`src/rtl/fault_sim_ctrl.sv`:
```
// fault_sim_ctrl: fault-simulation controller. It compares the faulty-CUT output with the
// fault-free output on each valid pattern, declares each injected fault detected or
// undetected, steps the fault-injection logic and counts detected and total faults.
// Optional build macro FAULT_SIM_PAT_SUM_EN adds the pat_sum total-patterns accumulator.
module fault_sim_ctrl #(
    parameter int unsigned OUT_BITS = 32,
    parameter int unsigned MAX_PATS = 1024,
    parameter int unsigned PAT_W    = 16,
    parameter int unsigned CNT_W    = 16
) (
    input  logic                      clk,
    input  logic                      rst,
    input  logic                      start,
    input  logic                      pat_valid,
    input  logic [OUT_BITS-1:0]       CUT_OP,
    input  logic [OUT_BITS-1:0]       FF_OP,
    input  logic                      FIL_END,
    output logic                      FIL_INC,
    output logic                      pat_en,
    output logic                      pat_restart,
    output logic                      busy,
    output logic                      done,
    output logic [CNT_W-1:0]          det_cnt,
    output logic [CNT_W-1:0]          tot_cnt
`ifdef FAULT_SIM_PAT_SUM_EN
    ,
    output logic [PAT_W+CNT_W-1:0]    pat_sum
`endif
);

    typedef enum logic [2:0] {StIdle, StRun, StNext, StSettle, StDone} state_e;

    // Index of the final pattern a fault may receive before it is declared undetected.
    localparam logic [PAT_W-1:0] LastPat = PAT_W'(MAX_PATS - 1);

    state_e             state_q, state_d;
    logic [PAT_W-1:0]   pat_cnt_q, pat_cnt_d;
    logic               det_q, det_d;
    logic [CNT_W-1:0]   det_cnt_q, det_cnt_d;
    logic [CNT_W-1:0]   tot_cnt_q, tot_cnt_d;
    logic               mismatch;

    assign mismatch = (CUT_OP != FF_OP);
    assign det_cnt  = det_cnt_q;
    assign tot_cnt  = tot_cnt_q;

`ifdef FAULT_SIM_PAT_SUM_EN
    localparam int unsigned SumW = PAT_W + CNT_W;

    logic [SumW-1:0] sum_q, sum_d;
    logic [SumW:0]   sum_ext;

    // One extra bit catches the carry so the accumulator can saturate instead of wrapping.
    assign sum_ext = {1'b0, sum_q} + (SumW + 1)'(pat_cnt_q) + (SumW + 1)'(1);
    assign pat_sum = sum_q;

    // Total-patterns accumulator register.
    always_ff @(posedge clk or negedge rst) begin
        if (!rst) begin
            sum_q <= '0;
        end else begin
            sum_q <= sum_d;
        end
    end
`endif

    // State, pattern counter, detect flag and fault counters.
    always_ff @(posedge clk or negedge rst) begin
        if (!rst) begin
            state_q   <= StIdle;
            pat_cnt_q <= '0;
            det_q     <= 1'b0;
            det_cnt_q <= '0;
            tot_cnt_q <= '0;
        end else begin
            state_q   <= state_d;
            pat_cnt_q <= pat_cnt_d;
            det_q     <= det_d;
            det_cnt_q <= det_cnt_d;
            tot_cnt_q <= tot_cnt_d;
        end
    end

    // Next-state logic and handshake outputs.
    always_comb begin
        state_d     = state_q;
        pat_cnt_d   = pat_cnt_q;
        det_d       = det_q;
        det_cnt_d   = det_cnt_q;
        tot_cnt_d   = tot_cnt_q;
`ifdef FAULT_SIM_PAT_SUM_EN
        sum_d       = sum_q;
`endif
        FIL_INC     = 1'b0;
        pat_en      = 1'b0;
        pat_restart = 1'b0;
        busy        = 1'b0;
        done        = 1'b0;

        unique case (state_q)
            StIdle: begin
                // Qualified by rst so pat_restart stays low while reset is held.
                if (start && rst) begin
                    pat_restart = 1'b1;
                    pat_cnt_d   = '0;
                    det_d       = 1'b0;
                    det_cnt_d   = '0;
                    tot_cnt_d   = '0;
`ifdef FAULT_SIM_PAT_SUM_EN
                    sum_d       = '0;
`endif
                    state_d     = StRun;
                end
            end
            StRun: begin
                pat_en = 1'b1;
                busy   = 1'b1;
                if (pat_valid) begin
                    // Mismatch wins over timeout on the last allowed pattern.
                    if (mismatch) begin
                        det_d   = 1'b1;
                        state_d = StNext;
                    end else if (pat_cnt_q == LastPat) begin
                        det_d   = 1'b0;
                        state_d = StNext;
                    end else begin
                        pat_cnt_d = pat_cnt_q + PAT_W'(1);
                    end
                end
            end
            StNext: begin
                busy = 1'b1;
                if (tot_cnt_q != '1) begin
                    tot_cnt_d = tot_cnt_q + CNT_W'(1);
                end
                if (det_q && (det_cnt_q != '1)) begin
                    det_cnt_d = det_cnt_q + CNT_W'(1);
                end
`ifdef FAULT_SIM_PAT_SUM_EN
                sum_d = sum_ext[SumW] ? '1 : sum_ext[SumW-1:0];
`endif
                if (FIL_END) begin
                    state_d = StDone;
                end else begin
                    FIL_INC     = 1'b1;
                    pat_restart = 1'b1;
                    det_d       = 1'b0;
                    pat_cnt_d   = '0;
                    state_d     = StSettle;
                end
            end
            StSettle: begin
                busy    = 1'b1;
                state_d = StRun;
            end
            StDone: begin
                done = 1'b1;
            end
            default: begin
                state_d = StIdle;
            end
        endcase
    end

endmodule

```
`config.mk`:
```
export PLATFORM = sky130hd
export DESIGN_NAME = fault_sim_ctrl
export DESIGN_NICKNAME = d
export VERILOG_FILES = /design/src/rtl/fault_sim_ctrl.sv
export SDC_FILE = /design/constraint.sdc
export NUM_CORES = 1
export LEC_CHECK = 0
export ABC_AREA = 1
export CAP_MARGIN = 15
export CORE_MARGIN = 3
export CORE_UTILIZATION = 40
export DETAILED_ROUTE_END_ITERATION = 10
export DONT_BUFFER_PORTS = 1
export PLACE_DENSITY_LB_ADDON = 0.15
export SYNTH_ARGS = -nofsm -noshare
export SYNTH_HDL_FRONTEND = slang
export SYNTH_SLANG_ARGS = --single-unit
```
`constraint.sdc`:
```
create_clock -name clk -period 4.2 [get_ports clk]
set_input_delay 0.63 -clock clk [delete_from_list [all_inputs] [get_ports clk]]
set_output_delay 0.63 -clock clk [all_outputs]
set_load 0.005 [all_outputs]
```
* Word level (Yosys, flattened, before mapping)
Cells that the tools add are included.
** Word-level totals
- Register bits :: 52
- Memories :: 0
- Memory bits (writable) :: 0
- Output and inout bits :: 37
- ROM bits :: 0
- Bits in latches :: 0
- Word-level logic and storage cells :: 65
- Bits of input ports :: 69
** Cells by class
- Div/mod/pow operators :: 0
- Reductions and logical operators :: 11
- Multipliers :: 0
- Bitwise operators :: 1
- Order comparisons :: 0
- Shifts and indexed selects :: 0
- Muxes and demuxes :: 29
- Equal/unequal tests :: 16
- Add/subtract/negate cells :: 3
** Operators by type and width (number)
- 16-bit 2-to-1 mux :: 7
- 16-bit case mux with 2 select lines :: 2
- 16-bit by 1-bit adder with 16-bit output (second input constant) :: 3
- 16-bit case mux with 3 select lines :: 1
- 16-bit inequality test (second input constant) :: 2
- 32-bit inequality test :: 1
- 16-bit by 10-bit equality test with 1-bit output (second input constant) :: 1
- 3-bit 2-to-1 mux :: 5
- 3-bit case mux with 5 select lines :: 1
- 2-bit inequality test (second input constant) :: 7
- 1-bit 2-to-1 mux :: 11
- 3-bit by 2-bit equality test with 1-bit output (second input constant) :: 2
- 3-bit AND reduction :: 2
- 6-bit AND reduction :: 1
- 5-bit AND reduction :: 1
- 4-bit AND reduction :: 1
- 3-bit by 1-bit equality test with 1-bit output (second input constant) :: 1
- 3-bit equality test (second input constant) :: 1
- 3-bit zero test :: 1
- 3-bit inequality test (second input constant) :: 1
- 1-bit case mux with 3 select lines :: 1
- 3-bit nonzero test :: 1
- 3-bit OR reduction :: 1
- 1-bit logical AND :: 2
- other kinds (3) :: 3

* Depth between registers and ports, before layout
- Word-level depth :: 5
- Depth in mapped cells :: 13
- Depth with buffers taken out :: 12

* Worst setup path before layout
No wires, ideal clock.
- Path kind :: reg-to-reg
- From :: register tot_cnt_q[0] (netlist: tot_cnt[0])
- To :: register tot_cnt_q[11] (netlist: tot_cnt[11])
- Data arrival time :: 1646 ps
- Cell stages (with the launch flop) :: 12
- Setup slack :: 2428 ps
- Clock period less this slack :: 1772 ps
- Required time :: 4074 ps
- Library setup time :: 126 ps
- Cells stage by stage :: dfrtp_1 ha_1 nand2_1 nor2_2 nand2_1 nor2_2 nand2_2 nand2_2 buf_2 nor3_1 o21ai_0 nor2_1
** On the way
- Word-level cells in the longest chain between the ends :: 3
** Ends and longest elaborated chain
- start, declared :: line 40 : logic [CNT_W-1:0] tot_cnt_q, tot_cnt_d;
- start signal, assigned :: line 80 : tot_cnt_q <= tot_cnt_d;
- 16-bit by 1-bit adder with 16-bit output / 16-bit inequality test (equally long branches) :: line 134, 133
- 16-bit 2-to-1 mux / 2-bit inequality test (equally long branches)
- 16-bit case mux with 2 select lines / 3-bit AND reduction (equally long branches)
Several ways; a longest one is shown, not always the timed one. The select of a mux whose other input is x is not followed.
A chain may end at the register's enable or synchronous reset.

* Worst setup path after layout
- From :: register state_q[0]
- To :: output pat_restart
** On the way
- Word-level cells in the longest chain between the ends :: 2
** Ends and longest elaborated chain
- start, declared :: line 36 : state_e state_q, state_d;
- start signal, assigned :: line 70 : state_q <= StIdle;
- start signal, assigned :: line 76 : state_q <= state_d;
- 3-bit by 2-bit equality test with 1-bit output / 3-bit zero test (equally long branches) :: line 100 : unique case (state_q)
- 1-bit case mux with 2 select lines (*) :: line 100
- end, declared :: line 20 : output logic pat_restart,
Mark *: on every way between the ends. The rest lies on a longest branch, timed or not.

==> metrics <==
Max Fanout on Critical Path=11; Avg Cell Area, Syn=6.15 um^2; critical path arrival=between 1500 and 2000 ps; Slowest cell on crit path=dfrtp_1; final instance area=around 4400 um^2; DR iter-0 viols=~150; Core Area=9950 um^2; Required @ worst endpoint=roughly 3600 ps; crit path time final=~2300 ps; crit path launch type=flip-flop; post-detail-place hpwl=~8000 um; Initial Utilization=0.420; P&R area growth vs syn=6.35%; Final ANT Viol Nets=0; CTS Sinks=between 50 and 60; Max stage delay on crit path=around 450 ps; fill count=~1,100; Synth Warn #=0; Num CTS Buffers=5; CTS resizes=0; top-area cell type share of the netlist area=0.311; htree depth=2; number of detailed-route iterations in the first pass=4; dominant cell type by area after synthesis=dfrtp_1; syn_nets=752; die span in x=approximately 110 um; FP Rows=36; most numerous cell in the Yosys netlist=nand2_1; Root Driver=clkbuf_8; run status=complete, no violations; Lkg Pwr=roughly 0.0023 uW; worst skew pair latency=between 300 and 400 ps; RSZ-0062 raised after global routing=false; crit-path cells=nor2_1 > nand2_1 > inv_1 > nand3_1 > o21ai_0; Worst R2R Setup Slack=between 1500 and 2000 ps; worst rel slew slack=0.651; top_reg_cell synth=dfrtp_1; drc violations=0; Final Hold Viols=0; pin count of the biggest net entering global routing=39; Clk pin slew, worst setup/hold paths=approximately 110 ps; DIE HEIGHT=around 110 um; Pins Over Slew Limit=0; hold crit path type=in -> async; post-synthesis instance total=680; Clock Path Buffers=2; total chip power=between 1500 and 2000 uW; diode count=0; Placer Congestion=approximately 0.87; Fin Setup TNS=0 ps; top cells by count, synth=nand2_1 (235), nor2_1 (106), inv_1 (103); fin crit share=0.539; Pwr Density=between 300 and 400 nW/um^2; vias in the first global route=between 3,000 and 4,000; CP Class=reg -> out; Area contributors post-synth=dfrtp_1 (31%), nand2_1 (21%), nor2_1 (9.5%); skew final=19.6 ps; number of synthesized flops with an enable pin=0; #FFs+latches synth=52; Die Area=between 10,000 and 15,000 um^2; WL per Instance=about 13 um; gr ovfl total=0; GRT Overall Usage=0.182; PortBufs=0; crit path capture type=output pin; worst r2r path cells=10; asr flop ratio synth=1.00; share of cells above drive strength 1=0.0485; TritonCTS clock tree=built; I/O pin total=between 100 and 150; final setup fails=0; vias after detailed routing=just under 4,000; Min Hold Slack=~19 ps; Max Cap Violations=0; fmax=around 440 MHz; nets@finish=around 750; post-synthesis sequential area ratio=0.311; WL final=10,400 um; wire length of the first global-routing pass=about 18,000 um; mapped cell area=4180 um^2; count of cell types in the netlist=36; dpl cell area=approximately 4300 um^2; initial antenna violation count=0; maximum vdd drop=between 0.2 and 0.3 mV; Slew @ Worst Pin=roughly 520 ps; DR vias/cell=4.83
-- final timing paths --
check                           startpoint       endpoint
worst min-delay path                   rst   pat_cnt_q[5]
min in group clk                   FIL_END     state_q[2]
worst min register to register       det_q          det_q
max in group asynchronous              rst  pat_cnt_q[15]
worst max-delay path            state_q[0]    pat_restart
worst max register to register  state_q[0]     tot_cnt[8]
-- layout by cell type (no fill, tap or decap), types with 2 or more instances in the layout --
cell | Yosys | routed
a21oi_1 | 8 | 8
a31o_2 | 2 | 2
and2_1 | 3 | 3
clkbuf_8 | 0 | 6
dfrtp_1 | 52 | 52
ha_1 | 3 | 3
inv_1 | 103 | 103
inv_2 | 4 | 4
nand2_1 | 235 | 235
nand2_2 | 3 | 3
nand2_4 | 2 | 2
nand3_1 | 32 | 32
nand4_1 | 15 | 15
nor2_1 | 106 | 106
nor2_2 | 6 | 6
nor3_1 | 17 | 17
nor4_1 | 2 | 2
o21ai_0 | 23 | 23
o21ai_1 | 2 | 2
xnor2_1 | 10 | 10
xor2_1 | 30 | 30
-- repair_timing --
action / CTS / global route
hold buffers: 2 / 0
endpoints found under the hold margin: 38 / 0
setup buffers: 0 / 0
-- worst max-delay path: cells and delay by family (launching register included) --
family / cells / cell delay [ps]
AND/OR/NAND/NOR: 3 / 570
flip-flops: 1 / 450
AO/OA/AOI/OAI: 1 / 230
buffers and inverters: 1 / 70
-- registers in the layout, indices dropped and copies added (netlist names) --
register / cells
state_q: 3
tot_cnt: 16
det_cnt: 16
pat_cnt_q: 16
det_q: 1
-- stage by stage --
stage                util  worst slack [ps]  std cells
finish              0.446              1940        814
global route        0.446              1720        814
floorplan               -              2430        680
global placement    0.431              1980        804
CTS                 0.446              1890        814
detailed placement  0.431              1930        804
-- kinds of logic (layout without fill, tap and decap cells) --
kind of cell | Yosys count | count (layout) | share of synthesized area
flip-flops | 52 | 52 | 0.311
AO/OA/AOI/OAI | 41 | 41 | 0.0563
XOR/XNOR | 40 | 40 | 0.0838
adder cells (fa/ha/maj) | 3 | 3 | 0.00898
buffers and inverters | 118 | 119 | 0.112
AND/OR/NAND/NOR | 426 | 426 | 0.428
-- power breakdown --
group	total [uW]	switching [uW]	leakage [uW]	internal, uW
Combinational	618	445	0.00151	173
Clock	376	180	0.0000614	195
Sequential	629	77.2	0.000716	551
Total	1620	703	0.00229	920
-- layout make-up --
type | count | area [um^2] | share of cell area
well taps | 133 | 166 | 0.0374
multi-input cells | 510 | 2410 | 0.542
inverters | 108 | 408 | 0.0918
flip-flops and latches | 52 | 1300 | 0.293
clock buffers | 6 | 82.6 | 0.0186
clock inverters | 2 | 38.8 | 0.00873
repair buffers | 3 | 37.5 | 0.00845
-- routing by layer --
layer  GRT usage  part of all wire
met4      0.0352            0.0065
met3      0.0418             0.057
met5           0                 0
met2       0.309              0.48
met1       0.240              0.45
(Power assumes the default switching activity.)
